<file path="src/rtl/jtcps1_snd_romarb.sv">
// rtl/jtcps1_snd_romarb.sv - sound ROM arbiter between Z80 program and OKI sample ports
//
// Shares one downstream read slot between the sound CPU program ROM and the
// ADPCM sample ROM. Each client has a one-entry tagged byte cache, so repeated
// reads of the same address never reach memory. The CPU has fixed priority;
// ADPCM overrides it once it has been kept waiting for MAXWAIT cycles.
//
// Ports:
//   clk, rst_n          clock, asynchronous active-low reset
//   cpu_cs, cpu_addr    CPU read request and byte address
//   cpu_data, cpu_ok    cached CPU byte, valid for the current cpu_addr
//   pcm_cs, pcm_addr    ADPCM read request and byte address
//   pcm_data, pcm_ok    cached ADPCM byte, valid for the current pcm_addr
//   mem_cs, mem_addr    downstream request and byte address
//   mem_data, mem_ok    downstream read data and data-valid strobe

module jtcps1_snd_romarb #(
    parameter int                CPU_AW     = 16,
    parameter int                PCM_AW     = 18,
    parameter int                MEM_AW     = 19,
    parameter logic [MEM_AW-1:0] PCM_OFFSET = 19'h10000,
    parameter int                MAXWAIT    = 8
) (
    input  logic              clk,
    input  logic              rst_n,
    input  logic              cpu_cs,
    input  logic [CPU_AW-1:0] cpu_addr,
    output logic [7:0]        cpu_data,
    output logic              cpu_ok,
    input  logic              pcm_cs,
    input  logic [PCM_AW-1:0] pcm_addr,
    output logic [7:0]        pcm_data,
    output logic              pcm_ok,
    output logic              mem_cs,
    output logic [MEM_AW-1:0] mem_addr,
    input  logic [7:0]        mem_data,
    input  logic              mem_ok
);

    typedef enum logic [1:0] {
        ST_IDLE,
        ST_ISSUE,
        ST_WAIT,
        ST_DONE
    } state_t;

    localparam logic [3:0] MAXW = 4'(MAXWAIT);

    state_t            state, state_nx;
    logic              owner_pcm;
    logic [CPU_AW-1:0] cpu_tag, cpu_req;
    logic [PCM_AW-1:0] pcm_tag, pcm_req;
    logic              cpu_valid, pcm_valid;
    logic [3:0]        wait_cnt;

    logic              cpu_hit, pcm_hit;
    logic              pend_cpu, pend_pcm;
    logic              grant_cpu, grant_pcm;
    logic              capture;
    logic              pcm_busy;
    logic [MEM_AW-1:0] cpu_ext, pcm_map;

    assign cpu_hit  = cpu_valid && (cpu_tag == cpu_addr);
    assign pcm_hit  = pcm_valid && (pcm_tag == pcm_addr);
    assign cpu_ok   = cpu_cs && cpu_hit;
    assign pcm_ok   = pcm_cs && pcm_hit;
    assign pend_cpu = cpu_cs && !cpu_hit;
    assign pend_pcm = pcm_cs && !pcm_hit;

    assign cpu_ext  = {{(MEM_AW-CPU_AW){1'b0}}, cpu_addr};
    assign pcm_map  = {{(MEM_AW-PCM_AW){1'b0}}, pcm_addr} + PCM_OFFSET;

    // PCM only counts as being served while a transfer it owns is in flight.
    assign pcm_busy = (state != ST_IDLE) && owner_pcm;

    always_comb begin
        state_nx  = state;
        grant_cpu = 1'b0;
        grant_pcm = 1'b0;
        capture   = 1'b0;
        case (state)
            ST_IDLE: begin
                if (pend_pcm && (!pend_cpu || wait_cnt >= MAXW)) begin
                    grant_pcm = 1'b1;
                    state_nx  = ST_ISSUE;
                end else if (pend_cpu) begin
                    grant_cpu = 1'b1;
                    state_nx  = ST_ISSUE;
                end
            end
            // mem_ok may still be high from the previous transfer, so it is
            // not trusted until the request has been seen for a full cycle.
            ST_ISSUE: state_nx = ST_WAIT;
            ST_WAIT: begin
                if (mem_ok) begin
                    capture  = 1'b1;
                    state_nx = ST_DONE;
                end
            end
            ST_DONE: state_nx = ST_IDLE;
            default: state_nx = ST_IDLE;
        endcase
    end

    always_ff @(posedge clk or negedge rst_n) begin
        if (!rst_n) begin
            state     <= ST_IDLE;
            owner_pcm <= 1'b0;
            mem_cs    <= 1'b0;
            mem_addr  <= '0;
            cpu_req   <= '0;
            pcm_req   <= '0;
            cpu_tag   <= '0;
            pcm_tag   <= '0;
            cpu_valid <= 1'b0;
            pcm_valid <= 1'b0;
            cpu_data  <= 8'h00;
            pcm_data  <= 8'h00;
            wait_cnt  <= 4'd0;
        end else begin
            state <= state_nx;
            if (grant_cpu) begin
                owner_pcm <= 1'b0;
                cpu_req   <= cpu_addr;
                mem_addr  <= cpu_ext;
                mem_cs    <= 1'b1;
            end
            if (grant_pcm) begin
                owner_pcm <= 1'b1;
                pcm_req   <= pcm_addr;
                mem_addr  <= pcm_map;
                mem_cs    <= 1'b1;
            end
            // The tag takes the address that was issued; the client may have
            // moved on since, in which case it simply misses and re-requests.
            if (capture) begin
                mem_cs <= 1'b0;
                if (owner_pcm) begin
                    pcm_data  <= mem_data;
                    pcm_tag   <= pcm_req;
                    pcm_valid <= 1'b1;
                end else begin
                    cpu_data  <= mem_data;
                    cpu_tag   <= cpu_req;
                    cpu_valid <= 1'b1;
                end
            end
            if (grant_pcm || !pend_pcm) begin
                wait_cnt <= 4'd0;
            end else if (!pcm_busy && wait_cnt != 4'hF) begin
                wait_cnt <= wait_cnt + 4'd1;
            end
        end
    end

endmodule

</file>
<file path="config.mk">
export PLATFORM = sky130hd
export DESIGN_NAME = jtcps1_snd_romarb
export DESIGN_NICKNAME = d
export VERILOG_FILES = /design/src/rtl/jtcps1_snd_romarb.sv
export SDC_FILE = /design/constraint.sdc
export NUM_CORES = 1
export LEC_CHECK = 0
export CAP_MARGIN = 20
export CORE_UTILIZATION = 30
export CTS_BUF_LIST = sky130_fd_sc_hd__clkbuf_8
export DETAILED_ROUTE_END_ITERATION = 7
export SLEW_MARGIN = 5
export SYNTH_ARGS = -nofsm -noshare
export SYNTH_HDL_FRONTEND = slang
export SYNTH_SLANG_ARGS = --single-unit
</file>
<file path="constraint.sdc">
create_clock -name clk -period 2.16 [get_ports clk]
set_input_delay 0.432 -clock clk [delete_from_list [all_inputs] [get_ports clk]]
set_output_delay 0.432 -clock clk [all_outputs]
set_load 0.005 [all_outputs]
</file>
# Yosys cells after proc, flatten, opt, wreduce, memory -nomap -nowiden

Cells that the tools add are included.

Register bits after elaboration: 113
Bits of input ports: 47
Logic and storage cells: 69

Add/subtract/negate cells: 2
Magnitude comparators: 1
Multiplexer cells: 20
Eq/ne operators: 8
Bitwise operators: 1
Reduce and logical (&&, ||, !) cells: 24

Operators by type and width:

| cell                                                             | number |
|---|---|
| 19-bit 2-to-1 mux                                                | 2 |
| 18-bit by 17-bit adder with 19-bit output, second input constant | 1 |
| 18-bit == test                                                   | 1 |
| 16-bit == test                                                   | 1 |
| 1-bit 2-to-1 mux                                                 | 12 |
| 1-bit logical AND                                                | 9 |
| 4-bit 2-to-1 mux                                                 | 2 |
| 2-bit case mux with 4 select lines                               | 1 |
| 2-bit 2-to-1 mux                                                 | 3 |
| 2-bit AND reduction                                              | 3 |
| 2-bit nonzero test                                               | 3 |
| 1-bit logical NOT                                                | 5 |
| 4-bit by 1-bit adder with 4-bit output, second input constant    | 1 |
| 2-bit == test, second input constant                             | 2 |
| 4-bit greater-or-equal comparator, second input constant         | 1 |
| 4-bit != test, second input constant                             | 1 |
| 3-bit != test, second input constant                             | 1 |
| 3-bit nonzero test                                               | 1 |
| 2-bit by 1-bit == test with 1-bit output, second input constant  | 1 |
| 2-bit logical NOT                                                | 1 |
| 1-bit logical OR                                                 | 2 |
| 2-bit != test, second input constant                             | 1 |
| 1-bit NOT                                                        | 1 |

# Depth between registers and ports, before layout

Gate-level depths: netlist of run 1.

Depth after elaboration: 12
Gate-level depth with buffers: 8

# Worst setup path after synthesis of run 1

OpenSTA, ideal clock, no wires.

Path type: input-to-reg
Start point: input pcm_addr[15]
End point: register pcm_req[15]
Slack: -0.153 ns
Path buffers: 2
Required time: 2.035 ns
Library setup time: 0.125 ns
Stages: 8
Arrival time: 2.188 ns
Cell sequence: xnor2_1 nand4_1 or4_4 o21ai_2 or3b_1 buf_6 buf_6 mux2_4

Word-level cells in the longest chain between the ends: 7

Ends and longest elaborated chain:

| item                   | RTL line | RTL |
|---|---|---|
| start: declaration     | 31       | `input logic [PCM_AW-1:0] pcm_addr,` |
| 18-bit == test         | 64       | `assign pcm_hit = pcm_valid && (pcm_tag == pcm_addr);` |
| 1-bit logical AND      | 64       |  |
| 1-bit logical NOT      | 68       | `assign pend_pcm = pcm_cs && !pcm_hit;` |
| 1-bit logical AND      | 68       |  |
| 1-bit logical AND      | 83       | `if (pend_pcm && (!pend_cpu \|\| wait_cnt >= MAXW)) begin` |
| 1-bit 2-to-1 mux       | 83       |  |
| 1-bit 2-to-1 mux       | 81       | `case (state)` |
| end signal: assignment | 130      | `pcm_req <= pcm_addr;` |
| end: declaration       | 52       | `logic [PCM_AW-1:0] pcm_tag, pcm_req;` |

Parallel ways exist; a longest one is shown, timed or not.
A chain may end at the register's enable or synchronous reset.

# Final worst setup path of run 1

Start point: register cpu_tag[8]
End point: register mem_addr[18]

Word-level cells in the longest chain between the ends: 10

Ends and longest elaborated chain:

| item                                                           | RTL line | RTL |
|---|---|---|
| start: declaration                                             | 51       | `logic [CPU_AW-1:0] cpu_tag, cpu_req;` |
| start signal: assignment                                       | 144      | `cpu_tag <= cpu_req;` |
| 16-bit == test *                                               | 63       | `assign cpu_hit = cpu_valid && (cpu_tag == cpu_addr);` |
| 1-bit logical AND *                                            | 63       |  |
| 1-bit logical NOT *                                            | 67       | `assign pend_cpu = cpu_cs && !cpu_hit;` |
| 1-bit logical AND *                                            | 67       |  |
| 1-bit logical NOT                                              | 83       |  |
| 1-bit logical OR                                               | 83       |  |
| 1-bit logical AND                                              | 83       |  |
| 1-bit 2-to-1 mux                                               | 83       |  |
| 1-bit 2-to-1 mux                                               | 81       |  |
| 19-bit 2-to-1 mux / 2-bit nonzero test (equally long branches) | -        |  |
| end signal: assignment                                         | 125      | `mem_addr <= cpu_ext;` |
| end signal: assignment                                         | 131      | `mem_addr <= pcm_map;` |
| end: declaration                                               | 35       | `output logic [MEM_AW-1:0] mem_addr,` |

Mark *: on every way between the ends. The rest lies on a longest branch, timed or not.

==> results of run 1 <==
-- critical path, stage by stage, from the launching register on --
cell and delay [ps]:
dfrtp_1 410, xor2_2 180, nor4_2 240, nand4_1 220, buf_4 200, o211ai_1 170, or3b_4 450, buf_12 160
buf_16 130, mux2_4 290
-- kinds of logic after synthesis --
| kind of cell | count (synthesis) | share of synthesized area |
|---|---|---|
| buffers and inverters | 73 | 0.06040 |
| XOR/XNOR | 37 | 0.06656 |
| flip-flops | 113 | 0.5808 |
| multiplexers | 57 | 0.1329 |
| AND/OR/NAND/NOR | 62 | 0.06554 |
| adder cells (fa/ha/maj) | 5 | 0.01285 |
| AO/OA/AOI/OAI | 60 | 0.08096 |
-- cell usage in the layout, fill, tap and decap left out, types with 5 or more instances in the layout --
master | Yosys | final
buf_12 | 0 | 11
buf_4 | 1 | 42
buf_6 | 2 | 12
bufinv_16 | 0 | 6
clkbuf_8 | 0 | 18
clkdlybuf4s50_1 | 0 | 63
dfrtp_1 | 113 | 113
dlygate4sd2_1 | 0 | 12
dlymetal6s2s_1 | 0 | 6
ha_1 | 5 | 5
inv_1 | 58 | 59
mux2_2 | 53 | 51
nand2_1 | 19 | 18
nand3_1 | 17 | 7
nand3_2 | 0 | 5
nand3_4 | 0 | 5
nand4_1 | 6 | 6
o21ai_0 | 33 | 18
o21ai_2 | 1 | 16
o221ai_2 | 0 | 15
xnor2_1 | 18 | 14
xor2_1 | 19 | 17
-- registers in the layout, summed over array words and instances (netlist names), 2 cells and up --
| signal | flops |
|---|---|
| cpu_data | 8 |
| cpu_req | 16 |
| cpu_tag | 16 |
| mem_addr | 19 |
| pcm_data | 8 |
| pcm_req | 18 |
| pcm_tag | 18 |
| state | 2 |
| wait_cnt | 4 |
-- report_power, final --
group          switching (µW)  leakage, µW  internal [µW]
combinational            1560      0.00181           2150
clock                     913     0.000244           1520
sequential                568      0.00139           3110
total                    3040      0.00344           6790
-- final timing paths --
path                       cells after the start      endpoint        start
hold / removal                                 3    cpu_req[0]  cpu_addr[0]
hold reg to reg                                1     pcm_valid    pcm_valid
max in group asynchronous                      3      state[1]        rst_n
setup / recovery                               9  mem_addr[18]   cpu_tag[8]
setup reg to reg                               9  mem_addr[18]   cpu_tag[8]
min in group asynchronous                      2   wait_cnt[1]        rst_n
-- through the flow --
| stage | cells | util | hold WS (ps) |
|---|---|---|---|
| 2_1_floorplan | 407 | - | 136.4 |
| 3_3_place_gp | 738 | 0.3993 | 449.6 |
| 3_5_place_dp | 738 | 0.3993 | 454.4 |
| 4_1_cts | 791 | 0.4644 | 410.1 |
| 5_1_grt | 792 | 0.4739 | 329.0 |
| 6_report | 793 | 0.4741 | 329.9 |
-- repair_timing --
item | 4_1_cts | 5_1_grt
hold buffers | 1 | 0
buffers inserted | 17 | 10
endpoints found under the setup margin | 63 | 63
endpoints found under the hold margin | 19 | 0
pin swaps | 14 | 24
gates cloned | 4 | 0
gates resized for setup | 98 | 43
-- routing by layer --
layer  up-vias  global-route usage  routed length (µm)
met5         -                   0                  13
met4         2             0.05398                 251
met3        23             0.05326                 646
met2        77              0.2985                6716
met1      1863              0.2005                5500
li1       1698                   -                   -
-- cell type report --
| class | count | area share |
|---|---|---|
| Sequential cell | 113 | 0.3755 |
| Multi-Input combinational cell | 221 | 0.2881 |
| Timing Repair Buffer | 152 | 0.2070 |
| Tap cell | 216 | 0.03589 |
| Clock buffer | 18 | 0.03290 |
| Clock inverter | 14 | 0.03140 |
| Inverter | 58 | 0.02891 |
| Antenna cell | 1 | 0.0003323 |
==> impl_results.md, run 1 <==
* Worst path arrival time at 2890 ps
* Prevailing post-synth register cell: dfrtp_1
* Die width at approximately 130 µm
* Post-synth top area cell: dfrtp_1
* Worst-path fanout max at 5
* Worst setup EP type: flop
* Fillers at 1,467
* Final Critical Period at 2557 ps
* Post-synth top cells: 113 x dfrtp_1, 58 x inv_1, 53 x mux2_2, 33 x o21ai_0
* Post-route clock period utilization at 1.184
* Distinct cells, synth at 35
* Pleak at 0.003441 µW
* Initial DRC Count at 241
* H-tree Lvls at 4
* TNS Setup at -17,870 ps
* Relative slew slack at 0.5886
* Pins Over Slew Limit at 0
* ANT nets after route at 0
* Die Area at 16,740 µm²
* Cells after Synth at 407
* Initial antenna violation count at 2
* Vias/cell at 4.619
* Post-DP HPWL at 8.878 mm
* Top cells by area, synth: dfrtp_1 58%, mux2_2 12%, inv_1 4.5%
* First-pass GRT wire length at approximately 21 mm
* Status: finished with violations
* Syn avg cell area at ~12 µm²
* Final Power at 9822 µW
* Reg2reg setup slack at -400 ps
* CTS tree: done
* Total iterations of the first detailed-routing run at 4
* Worst skew pair latency at around 450 ps
* Power Density at 1304 nW/µm²
* Peak VDD IR at 0.5301 mV
* Core area at about 16,000 µm²
* Failing checks: negative setup slack
* Register area share after synthesis at 0.5808
* Worst min path class: in -> reg
* RSZ-0062 raised after global routing: true
* I/O Buffers at 84
* Vias in the first global route at 4,020
* Async SR Flop Fraction at 1.000
* Most frequent cell after synthesis: dfrtp_1
* CTS max path bufs at 2
* Proportion of layout cells with a drive suffix above 1 at 0.3854
* Worst-margin pin slew at 617.1 ps
* EDFF count, synth at 0
* DRC viols at 0
* Clk sinks at 113
* Post-synth top area share at 0.5808
* Final setup viols at 60
* Placer congestion estimate at 0.7571
* Congestion Overflow GR at 0
* Routed WL per cell at roughly 17 µm
* Die Ht at about 130 µm
* DP Area at 6344 µm²
* Routed vias at 3,663
* Nets at 615
* Worst setup margin at -396.8 ps
* Element type at the critical path start: flop
* Cts bufs inserted at 17
* Post-Syn Area at around 5000 µm²
* Clock transition at path regs at 80 ps
* Synth Warn # at 0
* Multi-input logic area at 2170 µm²
* Max cap viols at 0
* Synth-to-Final Area Change at 54.69%
* FF+latch area at 2828 µm²
* Detailed Route WL at around 13 mm
* Total global-route track usage at 0.1712
* Seq cells post-synth at around 110
* Classification of the worst setup path: reg -> reg
* Syn Nets at 459
* Worst Path Required at 2490 ps
* Initial Util at 0.3065
* Rows at 46
* F_max at slightly below 400 MHz
* Pre-CTS WS at -923.2 ps
* Largest net degree at the start of global routing at 43
* Root Driver: clkbuf_8
* Final Hold Viols at 0
* I/O pin total at 85
* Post-route design area at 7531 µm²
* Clock Skew at 14.62 ps
No activity file was read; power rests on OpenSTA's default activity.
==> run 2: changes to the inputs <==
- CTS_CLUSTER_DIAMETER: default -> 50
- TNS_END_PERCENT: default -> 30
==> impl_results.md, run 2 (synthesis gave the netlist of run 1 again) <==
* Status: finished with violations
* Failing checks: negative setup slack
* Clock Skew at 8.333 ps (-6.287 ps)
* Combinational fraction of design power at 0.375 (-0.003)
* Initial Util at 0.3065 (unchanged)
* Peak VDD IR at 0.4603 mV (-13%)
* Die width at 129.4 µm (unchanged)
* CTS tree: done
* Root Driver: clkbuf_8
* Element type at the critical path start: flop
* Placer congestion estimate at 0.7917 (+4.6%)
* Pins Over Slew Limit at 0 (unchanged)
* Switching Fraction at 0.3079 (-0.001287)
* Hold depth at 3 (unchanged)
* Final setup viols at 63 (+5.0%)
* ANT nets after route at 0 (unchanged)
* Die Area at 16,740 µm² (unchanged)
* H-tree Lvls at 4 (unchanged)
* Vias in the first global route at 3,859 (-4.0%)
* Reg2Reg Launch Point: cpu_tag[6]
* Routed vias at 3,581 (-2.2%)
* Final cell count without fillers at 782 (-1.4%)
* CTS max path bufs at 2 (unchanged)
* Die Ht at 129.4 µm (unchanged)
* Cts bufs inserted at 17 (unchanged)
* Rows at 46 (unchanged)
* Worst setup margin at -472.2 ps (-75.46 ps)
* FF+latch area at 2828 µm² (unchanged)
* Relative slew slack at 0.6854 (+0.09676)
* Ant. Diodes at 0 (-1)
* Final Power at 9164 µW (-6.7%)
* R2r endpoint: pcm_req[15]
* Multi-input logic area at 1982 µm² (-8.7%)
* Fillers at 1,483 (+1.1%)
* Clock transition at path regs at 70 ps (about the same)
* Detailed Route WL at 12.48 mm (-5.0%)
* DP Area at 6364 µm² (+0.32%)
* First-pass GRT wire length at 19.89 mm (-5.2%)
* Max cap viols at 0 (unchanged)
* Clock power frac at 0.222 (-0.026)
* Total global-route track usage at 0.1622 (-0.009032)
* Final Critical Period at 2632 ps (+75.46 ps)
* Final Core Density at 0.4491 (-0.02497)
* Worst-margin pin slew at 472.0 ps (-145.1 ps)
* Pleak at 0.003270 µW (-5.0%)
* Post-route clock period utilization at 1.219 (+0.03494)
* Largest regs: mem_addr x19, pcm_req x18, pcm_tag x18
* DRC viols at 0 (unchanged)
* Worst skew pair latency at 430 ps (-20 ps)
* Worst setup EP type: flop
* TNS Setup at -20,070 ps (-2207 ps)
* Worst path arrival time at 2950 ps (+60 ps)
* Worst-path fanout max at 5 (unchanged)
* Power Density at 1284 nW/µm² (-1.5%)
* Total iterations of the first detailed-routing run at 4 (unchanged)
* Power Internal at 6343 µW (-6.5%)
* Max FFs per register at 19 (unchanged)
* R2r worst-path depth at 8 (-1)
* Largest net degree at the start of global routing at 53 (+23%)
* Flop pwr share at 0.403 (+0.028)
* Most frequent cells in the layout: 113 x dfrtp_1, 61 x inv_1, 60 x clkdlybuf4s50_1
* Final Hold Viols at 0 (unchanged)
* Congestion Overflow GR at 0 (unchanged)
* Reg with most FFs: mem_addr
* Dpl cells at 739 (+0.14%)
* Nets at 606 (-1.5%)
* Classification of the worst setup path: reg -> reg
* Worst Path Required at 2480 ps (about the same)
* Crit path cell chain: xor2_1, nor4_1, nand4_1, buf_4, o211ai_1, or3b_4, buf_12, mux2_4
* RSZ-0062 raised after global routing: true
* Reg2reg setup slack at -470 ps (-80 ps)
* Most common cell after layout, fill and taps aside: dfrtp_1
* Post-route design area at 7134 µm² (-5.3%)
* Min-delay src: cpu_addr[6]
* F_max at 379.9 MHz (-2.9%)
* Synth-to-Final Area Change at 46.54%
* I/O Buffers at 84 (unchanged)
* Post-DP HPWL at 8.936 mm (+0.65%)
* Initial DRC Count at 183 (-24%)
* Proportion of layout cells with a drive suffix above 1 at 0.3304 (-0.05503)
* Vias/cell at 4.579 (-0.86%)
* I/O pin total at 85 (unchanged)
* CP max-delay cell: or3b_4
* Routed WL per cell at 15.95 µm (-3.6%)
* Core area at 15,890 µm² (unchanged)
* Clk sinks at 113 (unchanged)
* Sw Pwr at 2821 µW (-7.1%)
* Worst min path class: in -> reg
* Sink of the worst hold path: cpu_req[6]
* Initial antenna violation count at 1 (-1)
* Largest stage delay, worst path at 500 ps (+50 ps)
-- run 2: power groups by stage --
stage               clock network [µW]  registers [µW]  logic (µW)
floorplan                            0            3590        1650
global placement                     0            3660        3020
detailed placement                   0            3720        3130
CTS                               2090            3690        3360
global route                      2180            3810        3750
finish                            2040            3690        3440
-- run 2: metrics by stage --
step | hold slack (ps) | worst slack (ps)
floorplan | 136.4 | -107.1
global placement | 411.9 | -916.8
detailed placement | 423.0 | -888.9
CTS | 418.8 | -400.7
global route | 420.8 | -527.6
finish | 434.1 | -472.2
-- run 2: worst max path at each step --
stage                            start     endpoint  cells past startpoint
after floorplan           cpu_addr[14]  pcm_req[15]                      8
after global placement    pcm_addr[11]       pcm_ok                      6
after detailed placement  pcm_addr[11]       pcm_ok                      6
after CTS                  cpu_tag[11]  pcm_req[15]                      8
after global routing        cpu_tag[6]  pcm_req[16]                      8
final                       cpu_tag[6]  pcm_req[15]                      8
-- run 2: area by class of cell --
type                    count  share of cell area
clock buffers              24             0.04630
well taps                 216             0.03788
clock inverters             7             0.01140
inverters                  58             0.03052
multi-input cells         221              0.2778
repair buffers            143              0.1998
flip-flops and latches    113              0.3964
-- run 2: metal layers --
metal,vias to the layer above,global-route usage,part of all wire
li1,1676,-,-
met3,20,0.04459,0.041
met5,-,0,0.0014
met1,1799,0.1948,0.43
met2,84,0.2660,0.50
met4,2,0.08512,0.025
-- run 2: timing repair --
action	4_1_cts	5_1_grt
endpoints found under the hold margin	32	0
pin swaps	14	5
hold buffers	1	0
endpoints found under the setup margin	63	63
setup buffers	9	1
gates resized for setup	70	28
cloned	1	0
-- run 2: worst max-delay path: cells and delay by family (launching register included) --
kind	cells	cell delay (ps)
simple gates	3	1090
flops	1	400
buf+inv	2	390
mux	1	280
compound gates	1	190
xor+xnor	1	150
==> run 3: changes to the inputs <==
==> constraint.sdc (replaced) <==
create_clock -name clk -period 2.16 [get_ports clk]
set_input_delay 0.432 -clock clk [delete_from_list [all_inputs] [get_ports clk]]
set_output_delay 0.432 -clock clk [all_outputs]
set_load 0.02 [all_outputs]
==> impl_results.md, run 3 (synthesis gave the netlist of run 1 again) <==
* Worst path arrival time at 2870 ps (-80 ps)
* RSZ-0062 raised after global routing: true
* Most frequent cells in the layout: 113 x dfrtp_1, 62 x inv_1, 61 x clkdlybuf4s50_1
* H-tree Lvls at 4 (unchanged)
* Status: finished with violations
* DRC viols at 0 (unchanged)
* Largest regs: mem_addr x19, pcm_req x18, pcm_tag x18
* Ant. Diodes at 0 (unchanged)
* Worst Path Required at 2470 ps (about the same)
* TNS Setup at -13,800 ps (+6269 ps)
* Sink of the worst hold path: pcm_req[17]
* Final setup viols at 58 (-7.9%)
* Die Ht at 129.4 µm (unchanged)
* Pleak at 0.003244 µW (-0.80%)
* Total iterations of the first detailed-routing run at 4 (unchanged)
* Proportion of layout cells with a drive suffix above 1 at 0.3118 (-0.01856)
* Initial antenna violation count at 1 (unchanged)
* Family with the most delay on the worst path: simple AND/OR/NAND/NOR gates
* Fin Hold WS at 361.8 ps (-72.27 ps)
* Min-delay src: pcm_addr[17]
* Die Area at 16,740 µm² (unchanged)
* Met1 usage at 0.1983 (+0.003498)
* Failing checks: negative setup slack
* Nets at 598 (-1.3%)
* Final Power at 9398 µW (+2.6%)
* Power Internal at 6262 µW (-1.3%)
* Vias/cell at 4.497 (-1.8%)
* Max FFs per register at 19 (unchanged)
* Root Driver: clkbuf_8
* I/O pin total at 85 (unchanged)
* Global routing's busiest layer: met2
* Met2 Use GR at 0.2704 (+0.004428)
* CP bufs+invs at 2 (unchanged)
* Worst-margin pin slew at 524.6 ps (+52.63 ps)
* Pins Over Slew Limit at 0 (unchanged)
* Final Critical Period at 2561 ps (-70.88 ps)
* Total global-route track usage at 0.1613 (-0.0008830)
* R2r worst-path depth at 8 (unchanged)
* First-pass GRT wire length at 19.75 mm (-0.69%)
* Initial Util at 0.3065 (unchanged)
* Crit path cell chain: xor2_1, nor4_1, nand4_1, buf_4, o211ai_1, or3b_4, buf_12, mux2_4
* Post-route clock period utilization at 1.186 (-0.03281)
* Reg2Reg Launch Point: cpu_tag[14]
* Post-DP HPWL at 8.957 mm (+0.23%)
* Rows at 46 (unchanged)
* ANT nets after route at 0 (unchanged)
* Peak VDD IR at 0.4897 mV (+6.4%)
* Reg2reg setup slack at -400 ps (+70 ps)
* F_max at 390.4 MHz (+2.8%)
* Power Density at 1328 nW/µm² (+3.4%)
* Worst skew pair latency at 430 ps (about the same)
* Detailed Route WL at 12.16 mm (-2.5%)
* GR Layer Usage met3 at 0.04666 (+0.002064)
* Flop pwr share at 0.391 (-0.012)
* CTS tree: done
* Switching Fraction at 0.3338 (+0.02591)
* Routed vias at 3,481 (-2.8%)
* Vias in the first global route at 3,765 (-2.4%)
* Max cap viols at 0 (unchanged)
* I/O Buffers at 84 (unchanged)
* Worst setup EP type: flop
* Largest net degree at the start of global routing at 44 (-17%)
* Congestion Overflow GR at 0 (unchanged)
* Core area at 15,890 µm² (unchanged)
* Classification of the worst setup path: reg -> reg
* Routed WL per cell at 15.71 µm (-1.5%)
* Worst setup margin at -401.4 ps (+70.88 ps)
* Final Hold Viols at 0 (unchanged)
* Relative slew slack at 0.6503 (-0.03509)
* CP max-delay cell: or3b_4
* Worst-path fanout max at 6 (+1)
* Sw Pwr at 3137 µW (+11%)
* Clock Skew at 10.21 ps (+1.876 ps)
* Hold depth at 2 (-1)
* Fillers at 1,536 (+3.6%)
* Combinational fraction of design power at 0.402 (+0.027)
* Die width at 129.4 µm (unchanged)
* Most common cell after layout, fill and taps aside: dfrtp_1
* Placer congestion estimate at 0.7492 (-5.4%)
* Final Core Density at 0.4456 (-0.003545)
* Cts bufs inserted at 17 (unchanged)
* Clock power frac at 0.207 (-0.015)
* CTS max path bufs at 2 (unchanged)
* Largest stage delay, worst path at 530 ps (+30 ps)
* Element type at the critical path start: flop
* Clk sinks at 113 (unchanged)
* Clock transition at path regs at 60 ps (about the same)
* Initial DRC Count at 228 (+25%)
* Synth-to-Final Area Change at 45.39%
* Reg with most FFs: mem_addr
* R2r endpoint: pcm_req[15]
* Worst min path class: in -> reg
run 3: changes by cell type in the layout (fill, tap and decap cells not counted), sizes merged:
| cell | change |
|---|---|
| buf | -6 |
| clkbuf | -3 |
| clkdlybuf4s15 | -1 |
| clkdlybuf4s50 | +1 |
| clkinv | +1 |
| dlygate4sd2 | -3 |
| dlymetal6s2s | +2 |
| inv | +1 |
run 3: worst max path at each step:
stage / start / end / slack (ps) / cells after the start
after global routing: cpu_tag[14] / pcm_req[16] / -500 / 8
after detailed placement: pcm_addr[10] / pcm_ok / -960 / 7
after floorplan: cpu_addr[14] / pcm_req[15] / -110 / 8
after CTS: cpu_tag[1] / pcm_req[15] / -380 / 8
after global placement: pcm_addr[10] / pcm_ok / -1000 / 7
final: cpu_tag[14] / pcm_req[15] / -400 / 8
run 3: worst register-to-register path, cell delays in order, from the launching register on:
cell	delay, ps
dfrtp_1	390
xor2_1	170
nor4_1	300
nand4_1	210
buf_4	190
o211ai_1	190
or3b_4	530
buf_12	190
mux2_4	290
run 3: what timing repair did:
action                                  in CTS  in global routing
buffers inserted                             2                  0
pin swaps                                    9                  6
hold endpoints to repair                    35                  0
endpoints found under the setup margin      63                 63
cloned                                       2                  0
gates resized for setup                     56                 37
hold buffers                                 1                  0
run 3: power by group through the flow:
stage               Combinational (µW)  Sequential [µW]  Clock [µW]
detailed placement                3530             3710           0
CTS                               3700             3680        2010
global route                      4100             3800        2120
floorplan                         1640             3970           0
global placement                  3410             3650           0
finish                            3780             3670        1950
run 3: per-stage QoR:
| stage | instance area [µm²] | setup slack, ps | std cells |
|---|---|---|---|
| after global routing | 7078 | -500.7 | 774 |
| after CTS | 6958 | -380.9 | 774 |
| after global placement | 6369 | -1004 | 738 |
| after detailed placement | 6369 | -956.4 | 738 |
| after floorplan | 4878 | -107.1 | 407 |
| final | 7078 | -401.4 | 774 |
run 3: layer usage:
layer  up-vias  share of wire
li1       1665              -
met4         2          0.014
met2        67           0.51
met5         -         0.0011
met3        17          0.039
met1      1730           0.43
run 3: layout make-up:
type	instances	area (µm²)	area share
Sequential cell	113	2828	0.3995
Multi-Input combinational cell	221	1974	0.2789
Timing Repair Buffer	135	1395	0.1971
Clock buffer	22	302.8	0.04278
Tap cell	216	270.3	0.03818
Inverter	58	217.7	0.03076
Clock inverter	9	90.09	0.01273
